--- src/rtl/uart_tx_arbiter_if.sv ---
// Requester / uart_tx side bundle for uart_tx_arbiter.
// master: requesters and the uart_tx consumer; slave: the arbiter itself.
interface uart_tx_arbiter_if #(
  parameter int NUM_REQ = 4
);
  localparam int IDW = $clog2(NUM_REQ);

  logic [NUM_REQ-1:0]   req_valid;
  logic [8*NUM_REQ-1:0] req_data;
  logic [NUM_REQ-1:0]   req_lock;
  logic [NUM_REQ-1:0]   req_ready;
  logic                 tx_start;
  logic [7:0]           tx_data;
  logic [IDW-1:0]       grant_id;
  logic                 busy;

  modport master (
    output req_valid, req_data, req_lock,
    input  req_ready, tx_start, tx_data, grant_id, busy
  );

  modport slave (
    input  req_valid, req_data, req_lock,
    output req_ready, tx_start, tx_data, grant_id, busy
  );
endinterface

--- src/rtl/uart_tx_arbiter.sv ---
// uart_tx_arbiter: round-robin byte arbiter feeding a uart_tx, pacing
// successive starts by one full frame (11 bit times) so the transmitter
// is never re-triggered mid-frame.
// Optional feature macro: UART_ARB_LOCK_EN -- when defined, a requester
// accepted with req_lock=1 keeps exclusive grant until it drops req_lock.
module uart_tx_arbiter #(
  parameter int NUM_REQ         = 4,
  parameter int CLOCK_FREQUENCY = 27000000,
  parameter int BAUD_RATE       = 115200
) (
  input logic             Clock,
  input logic             Reset_n,
  uart_tx_arbiter_if.slave bus
);

  localparam int BAUD_DIVISOR = CLOCK_FREQUENCY / BAUD_RATE;
  localparam int FRAME_CYCLES = BAUD_DIVISOR * 11;
  localparam int CNT_W        = ($clog2(FRAME_CYCLES) > 16) ? $clog2(FRAME_CYCLES) : 16;
  localparam int IDW          = $clog2(NUM_REQ);

  typedef enum logic [1:0] {
    IDLE  = 2'd0,
    START = 2'd1,
    WAIT  = 2'd2
  } state_t;

  state_t             state_reg;
  logic [CNT_W-1:0]   cnt_reg;
  logic               tx_start_reg;
  logic [7:0]         tx_data_reg;
  logic [IDW-1:0]     grant_id_reg;
  logic               busy_reg;
  logic               lock_reg;

  logic [7:0]         req_byte [NUM_REQ];
  logic [NUM_REQ-1:0] eligible;
  logic [NUM_REQ-1:0] grant_onehot;
  logic [NUM_REQ-1:0] ready_next;
  logic               win_found;
  logic [IDW-1:0]     win_idx;
  logic               accept;

  // Split the packed byte bus into one byte per requester.
  for (genvar gi = 0; gi < NUM_REQ; gi++) begin : g_bytes
    assign req_byte[gi] = bus.req_data[8*gi +: 8];
  end

  assign grant_onehot = NUM_REQ'(1) << grant_id_reg;

`ifdef UART_ARB_LOCK_EN
  // Eligibility: a held lock narrows the field to the lock owner only.
  always_comb begin
    eligible = bus.req_valid;
    if (lock_reg && bus.req_lock[grant_id_reg]) begin
      eligible = bus.req_valid & grant_onehot;
    end
  end
`else
  // Eligibility: every valid requester; req_lock is deliberately ignored.
  logic unused_lock;
  assign unused_lock = ^{bus.req_lock, lock_reg, grant_onehot};

  always_comb begin
    eligible = bus.req_valid;
  end
`endif

  // Round-robin search starting just after the last grant; iterating from
  // the farthest offset down lets the nearest eligible requester win.
  always_comb begin
    win_found = 1'b0;
    win_idx   = '0;
    for (int k = NUM_REQ; k >= 1; k--) begin
      if (eligible[(int'(grant_id_reg) + k) % NUM_REQ]) begin
        win_found = 1'b1;
        win_idx   = IDW'((int'(grant_id_reg) + k) % NUM_REQ);
      end
    end
  end

  // Acceptance strobe is combinational so the transfer happens on this edge.
  always_comb begin
    accept     = Reset_n && (state_reg == IDLE) && win_found;
    ready_next = '0;
    if (accept) begin
      ready_next = NUM_REQ'(1) << win_idx;
    end
  end

  assign bus.req_ready = ready_next;
  assign bus.tx_start  = tx_start_reg;
  assign bus.tx_data   = tx_data_reg;
  assign bus.grant_id  = grant_id_reg;
  assign bus.busy      = busy_reg;

  // Arbitration / pacing FSM with registered outputs.
  always_ff @(posedge Clock) begin
    if (!Reset_n) begin
      state_reg    <= IDLE;
      cnt_reg      <= '0;
      tx_start_reg <= 1'b0;
      tx_data_reg  <= 8'h00;
      grant_id_reg <= IDW'(NUM_REQ - 1);
      busy_reg     <= 1'b0;
      lock_reg     <= 1'b0;
    end else begin
      case (state_reg)
        IDLE: begin
`ifdef UART_ARB_LOCK_EN
          if (lock_reg && !bus.req_lock[grant_id_reg]) begin
            lock_reg <= 1'b0;
          end
`endif
          if (win_found) begin
            tx_data_reg  <= req_byte[win_idx];
            grant_id_reg <= win_idx;
            tx_start_reg <= 1'b1;
            busy_reg     <= 1'b1;
            state_reg    <= START;
`ifdef UART_ARB_LOCK_EN
            lock_reg     <= bus.req_lock[win_idx];
`endif
          end
        end
        START: begin
          tx_start_reg <= 1'b0;
          cnt_reg      <= '0;
          state_reg    <= WAIT;
        end
        WAIT: begin
          if (cnt_reg == CNT_W'(FRAME_CYCLES - 1)) begin
            cnt_reg   <= '0;
            busy_reg  <= 1'b0;
            state_reg <= IDLE;
          end else begin
            cnt_reg <= cnt_reg + 1'b1;
          end
        end
        default: begin
          tx_start_reg <= 1'b0;
          busy_reg     <= 1'b0;
          state_reg    <= IDLE;
        end
      endcase
    end
  end

endmodule

--- src/flat_wrapper.sv ---
// flat-port wrapper written by rule: the top's interface ports become plain ports
module uart_tx_arbiter_flat 
#(
  parameter int NUM_REQ         = 4,
  parameter int CLOCK_FREQUENCY = 27000000,
  parameter int BAUD_RATE       = 115200
)
  (Clock, Reset_n, bus_req_valid, bus_req_data, bus_req_lock, bus_req_ready, bus_tx_start, bus_tx_data, bus_grant_id, bus_busy);
  uart_tx_arbiter_if #(.NUM_REQ(NUM_REQ)) bus_i ();
  input logic Clock;
  input logic Reset_n;
  input wire logic [$bits(bus_i.req_valid)-1:0] bus_req_valid;
  input wire logic [$bits(bus_i.req_data)-1:0] bus_req_data;
  input wire logic [$bits(bus_i.req_lock)-1:0] bus_req_lock;
  output wire logic [$bits(bus_i.req_ready)-1:0] bus_req_ready;
  output wire logic [$bits(bus_i.tx_start)-1:0] bus_tx_start;
  output wire logic [$bits(bus_i.tx_data)-1:0] bus_tx_data;
  output wire logic [$bits(bus_i.grant_id)-1:0] bus_grant_id;
  output wire logic [$bits(bus_i.busy)-1:0] bus_busy;
  assign bus_i.req_valid = bus_req_valid;
  assign bus_i.req_data = bus_req_data;
  assign bus_i.req_lock = bus_req_lock;
  assign bus_req_ready = bus_i.req_ready;
  assign bus_tx_start = bus_i.tx_start;
  assign bus_tx_data = bus_i.tx_data;
  assign bus_grant_id = bus_i.grant_id;
  assign bus_busy = bus_i.busy;
  uart_tx_arbiter #(.NUM_REQ(NUM_REQ), .CLOCK_FREQUENCY(CLOCK_FREQUENCY), .BAUD_RATE(BAUD_RATE)) u_core (.Clock(Clock), .Reset_n(Reset_n), .bus(bus_i));
endmodule
--- config.mk ---
export PLATFORM = sky130hd
export DESIGN_NAME = uart_tx_arbiter_flat
export DESIGN_NICKNAME = d
export VERILOG_FILES = /design/src/rtl/uart_tx_arbiter_if.sv /design/src/rtl/uart_tx_arbiter.sv /design/src/flat_wrapper.sv
export SDC_FILE = /design/constraint.sdc
export NUM_CORES = 1
export LEC_CHECK = 0
export CAP_MARGIN = 15
export CORE_ASPECT_RATIO = 1.4
export CORE_MARGIN = 3
export CORE_UTILIZATION = 46
export DETAILED_ROUTE_END_ITERATION = 7
export PLACE_DENSITY = 0.8
export REMOVE_ABC_BUFFERS = 1
export SYNTH_ARGS = -nofsm -noshare
export SYNTH_HDL_FRONTEND = slang
export SYNTH_SLANG_ARGS = --single-unit
--- constraint.sdc ---
create_clock -name Clock -period 2.2 [get_ports Clock]
set_input_delay 0.44 -clock Clock [delete_from_list [all_inputs] [get_ports Clock]]
set_output_delay 0.44 -clock Clock [all_outputs]
set_load 0.05 [all_outputs]
=== Yosys cells after proc, flatten, opt, wreduce, memory -nomap -nowiden ===
Cells that the tools add are included.
W data, S select, Z words.

* Add/sub/neg operators: 5
* Reduce and logical (&&, ||, !) cells: 12
* Shift-type cells: 1
* Bitwise operators: 7
* Equal/unequal tests: 5
* Multiplexer cells: 33
* $lt $le $gt $ge: 5

{| class="wikitable"
|+ Operators by type and width
! operator !! count
|-
| $pmux W16 S2 || 1
|-
| $add A16 B1 Y16 const B || 1
|-
| $bmux W8 S2 || 1
|-
| $eq A16 B12 Y1 const B || 1
|-
| $lt A3 B4 Y1 const B || 4
|-
| $mux W16 || 1
|-
| $mux W8 || 2
|-
| $mux W1 || 14
|-
| $mux W2 || 6
|-
| $bmux W1 S2 || 4
|-
| $reduce_or A2 Y1 || 4
|-
| $pmux W2 S3 || 1
|-
| $reduce_and A2 Y1 || 3
|-
| $add A2 B1 Y2 const B || 2
|-
| $add A2 B2 Y2 const B || 2
|-
| $and A1 B1 Y1 const A || 4
|-
| $mux W4 || 1
|-
| $ne A2 B1 Y1 const B || 2
|-
| $shl A1 B2 Y4 const A || 1
|-
| $ge A3 B3 Y1 const B || 1
|-
| $not A2 Y3 || 1
|-
| $pmux W1 S3 || 1
|-
| $reduce_and A3 Y1 || 1
|-
| $eq A2 B1 Y1 const B || 1
|-
| other kinds (6) || 8
|}

* Logic and storage cells: 74
* Output and inout bits: 16
* Register bits after elaboration: 30

=== Longest topological paths before layout ===
* Depth after elaboration: 14
* Depth in mapped cells: 9
* Mapped depth without buffers: 7

=== Worst setup path after synthesis ===
OpenSTA, ideal clock, no wires.

* Kind: register to output
* Start: register u_core.grant_id_reg[1] (netlist: u_core.bus.grant_id[1])
* End: output port bus_req_ready[2]
* Data arrival time: 2,663 ps
* Setup slack: -903 ps
* Stages on the path, launching flop included: 8
* Path through: dfxtp_1 or3b_1 buf_6 o21ai_2 a21o_2 buf_6 buf_12 nor3_1

* Word-level cells in the longest chain between the ends: 10
* Elaborated cells on any way between the ends: 27

{| class="wikitable"
|+ RTL lines
! item !! line !! source
|-
| start: declaration || uart_tx_arbiter.sv:31 || <nowiki>logic [IDW-1:0] grant_id_reg;</nowiki>
|-
| start signal: assignment || uart_tx_arbiter.sv:103 || <nowiki>grant_id_reg <= IDW'(NUM_REQ - 1);</nowiki>
|-
| start signal: assignment || uart_tx_arbiter.sv:116 || <nowiki>grant_id_reg <= win_idx;</nowiki>
|-
| $add A2 B1 Y2 || uart_tx_arbiter.sv:74, uart_tx_arbiter.sv:76 ||
|-
| $bmux W1 S2 || uart_tx_arbiter.sv:74 || <nowiki>if (eligible[(int'(grant_id_reg) + k) % NUM_REQ]) begin</nowiki>
|-
| $mux W1 (not written as such) (2 in series) || uart_tx_arbiter.sv:74 ||
|-
| $mux W2 / $mux W1 (equally long branches) (4 in series) || uart_tx_arbiter.sv:74 ||
|-
| $shl A1 B2 Y4 / $logic_and A1 B1 Y1 (equally long branches) || uart_tx_arbiter.sv:86, uart_tx_arbiter.sv:83 ||
|-
| $mux W4 (*) || uart_tx_arbiter.sv:85 || <nowiki>if (accept) begin</nowiki>
|-
| end: declaration || flat_wrapper.sv:15 || <nowiki>output wire logic [$bits(bus_i.req_ready)-1:0] bus_req_ready;</nowiki>
|}

Mark *: on every way between the ends. The rest lies on a longest branch, timed or not. The select of a mux whose other input is x is not followed.

=== Final worst setup path ===
* Start: register u_core.grant_id_reg[1] (netlist: u_core.bus.grant_id[1])
* End: output port bus_req_ready[3]

Same word-level chain as after synthesis.

==> impl_metrics.toml <==
[outcome]
status = "complete, no violations"

[routing]
routed_wl_mm = 4.81
detail_route.drc_violations = 0
vias_per_cell = 5.42
firstDrtPassIters = 4
vias = 1739
antenna_left = 0
wl_per_cell_um = 15.0
drtIter0Drc = 38

[layout]
drive_above_1_share_pct = 20.1
final_util_pct = 69.4
n_fill_cell = 292
fin_cells = 321
area_growth_pct = 43.9
diodes = 0
largest_reg_flops = 16
num-nets-final = 327

[critical_path]
start_kind = "flop"
critPathArrivalTime_ns = 1.71
setup.worst_path.end_class = "primary output"
ff2ff_setup_slack_ns = 0.23
critPathSlowestCell = "or3b_4"
crit_chain = "or3b_4, o21ai_2, a21o_2, inv_2, nor3_2, buf_4, buf_12"
crit_type = "reg2out"
cp_slowest_stage_delay_ns = 0.38
worstReg2RegEnd = "u_core.bus.busy"
rr_startpoint = "u_core.cnt_reg[12]"
r2r_cells = 5
cp_max_fo = 7
cp.required_ns = 1.76

[grt]
grt_max_degree = 17
grtUsageTotal_pct = 22.8
grt_pass1_wl_mm = 8.08
grt_antenna_before_repair = 0
grt_overflow_total = 0
grt_pass1_vias = 1840

[sta]
fin_crit_ns = 2.15
final-hold-violation-count = 0
setup_ws_ns = 0.0481
tightest_slew_ns = 0.533
skew_ns = 0.00638
fin_crit_sh_pct = 97.8
rsz0062_at_grt = "yes"
slew_violations = 0
max_slew_margin_pct = 64.3
setup_viol = 0
max_freq_mhz = 465
hold-worst-slack_ns = 0.486

[synthesis]
synth_top_area_share_pct = 33.9
ys_seq_elements = 30
syn_area_sq_um = 1770
synth-seq-area-share_pct = 33.9
synth_area_per_cell_sq_um = 8.60
synth-edff-count = 0
synth.distinct_cells = 41
async_reset_ff_share_pct = 0
synth_top_flop_cell = "dfxtp_1"
yosys-top-cells-area = "dfxtp_1 34%, nor2_1 6.8%, mux2i_1 6.2%"
synth_cells = 206
yosys_warnings = 0
synth_area_leader_cell = "dfxtp_1"

[hold_path]
worstHoldPathType = "reg2reg"
min-delay-start = "u_core.bus.busy"
hold_end = "u_core.bus.busy"
min_path_cells = 2

[cts]
cts_buffers = 5
path_clk_slew_ns = 0.06
root_buffer = "clkbuf_8"
cts.hold.buffers_added = 0
h-tree-depth = 2
clock_sinks = 30
worstSkewPairLatency_ns = 0.28
cts_tree = "built"
cts_buffer_depth = 2

[power_and_ir_drop]
combPwrFrac_pct = 46.2
total_power_w = 0.00210
clock_power_share_pct = 21.8
p_per_area_nw_per_um2 = 825
power.switching_w = 0.000811
vdd_drop_max_mv = 0.618
intPower_w = 0.00129
p_leak_nw = 1.05
seq_power_share_pct = 32.0
p_sw_share_pct = 38.5

[placement]
portBuffers = 53
dp_hpwl_mm = 3.68
pre_cts_slack_ns = -0.454
gp_congestion = 0.844
dp_cells = 311

[floorplan]
fp.dieH_um = 79.4
rows = 26
dieArea_sq_um = 4640
die_w_um = 58.5
core_area_sq_um = 3680
start_util_pct = 48.2
ios = 58

[run]
max_cap_viol_count = 0
worst max path at each step:
stage | cells past startpoint | slack [ns] | from | endpoint
3_3_place_gp | 7 | -0.43 | bus_req_valid[0] | bus_req_ready[1]
2_1_floorplan | 5 | -0.93 | u_core.bus.grant_id[1] | bus_req_ready[3]
5_1_grt | 7 | -0.02 | u_core.bus.grant_id[1] | bus_req_ready[3]
3_5_place_dp | 7 | -0.45 | bus_req_valid[0] | bus_req_ready[1]
6_report | 7 | 0.05 | u_core.bus.grant_id[1] | bus_req_ready[3]
4_1_cts | 7 | 0.02 | u_core.bus.grant_id[1] | bus_req_ready[3]
power groups by stage:
| stage | Sequential, W | Combinational [W] | Clock, W |
|---|---|---|---|
| global route | 0.000683 | 0.00105 | 0.000496 |
| finish | 0.000674 | 0.000971 | 0.000459 |
| detailed placement | 0.000681 | 0.000923 | 0 |
| global placement | 0.000679 | 0.000913 | 0 |
| floorplan | 0.000867 | 0.000338 | 0 |
| CTS | 0.000672 | 0.000962 | 0.000470 |
critical path, delay by kind of cell, from the launching register on:
| family | cells | cell delay, ns |
|---|---|---|
| buffers and inverters | 3 | 0.32 |
| DFF | 1 | 0.37 |
| and+or+nand+nor | 2 | 0.55 |
| AOI/OAI and AO/OA | 2 | 0.20 |
kinds of logic (layout without fill, tap and decap cells):
| group | count (synthesis) | in the layout | share of synthesized area [%] |
|---|---|---|---|
| AOI/OAI and AO/OA | 36 | 36 | 15.3 |
| xor gates and xnor gates | 15 | 15 | 7.42 |
| adders and majority gates | 7 | 7 | 4.94 |
| buffers and inverters | 20 | 93 | 8.54 |
| DFF | 30 | 30 | 33.9 |
| muxes | 11 | 11 | 6.21 |
| and+or+nand+nor | 87 | 87 | 23.7 |
synth_stat cells (all sizes together), types with 4 or more instances:
cell type,n
ha,7
mux2i,11
xor2,8
and3,6
dfxtp,30
nand4,5
xnor2,7
inv,9
nand2,25
clkbuf,5
nor2,32
o21ai,10
buf,6
a221oi,8
nor2b,4
a211oi,10
cell usage in the layout, fill, tap and decap left out, drive strengths merged, types with 2 or more instances in the layout:
cell type	netlist	final
inv	9	9
mux2i	11	11
xor2	8	8
clkdlybuf4s50	0	44
ha	7	7
nand2	25	25
a211oi	10	10
nor2b	4	4
clkbuf	5	7
nor2	32	32
a221oi	8	8
dfxtp	30	30
xnor2	7	7
and3	6	6
nand4	5	5
buf	6	32
nor3	2	2
o211ai	3	3
o21ai	10	10
or4	3	3
cell type report:
type                            count  area (sq um)  share of cell area [%]
Clock buffer                        7          86.3                    3.39
Inverter                            9          33.8                    1.32
Clock inverter                      1          5.00                   0.196
Timing Repair Buffer               76           716                    28.1
Multi-Input combinational cell    156          1050                    41.3
Sequential cell                    30           604                    23.7
Tap cell                           42          52.6                    2.06
layer usage:
layer / vias to the layer above / global-route usage, % / routed length [um]
met5: - / 0 / 0
met4: 0 / 11.6 / 184
met3: 16 / 7.44 / 333
met2: 69 / 41.7 / 2500
met1: 783 / 21.9 / 1790
li1: 871 / - / -
metrics by stage:
stage / area (sq um) / setup TNS, ns
final: 2550 / 0
after global placement: 2420 / -2.99
after floorplan: 1650 / -2.14
after global routing: 2550 / -0.0381
after detailed placement: 2420 / -3.29
after CTS: 2550 / 0
what timing repair did:
| action | in CTS | in global routing |
|---|---|---|
| pin swaps | 3 | 2 |
| endpoints found under the setup margin | 4 | 5 |
| gates resized for setup | 27 | 6 |
| setup buffers | 2 | 0 |
Power figures use the tool's default switching activity.
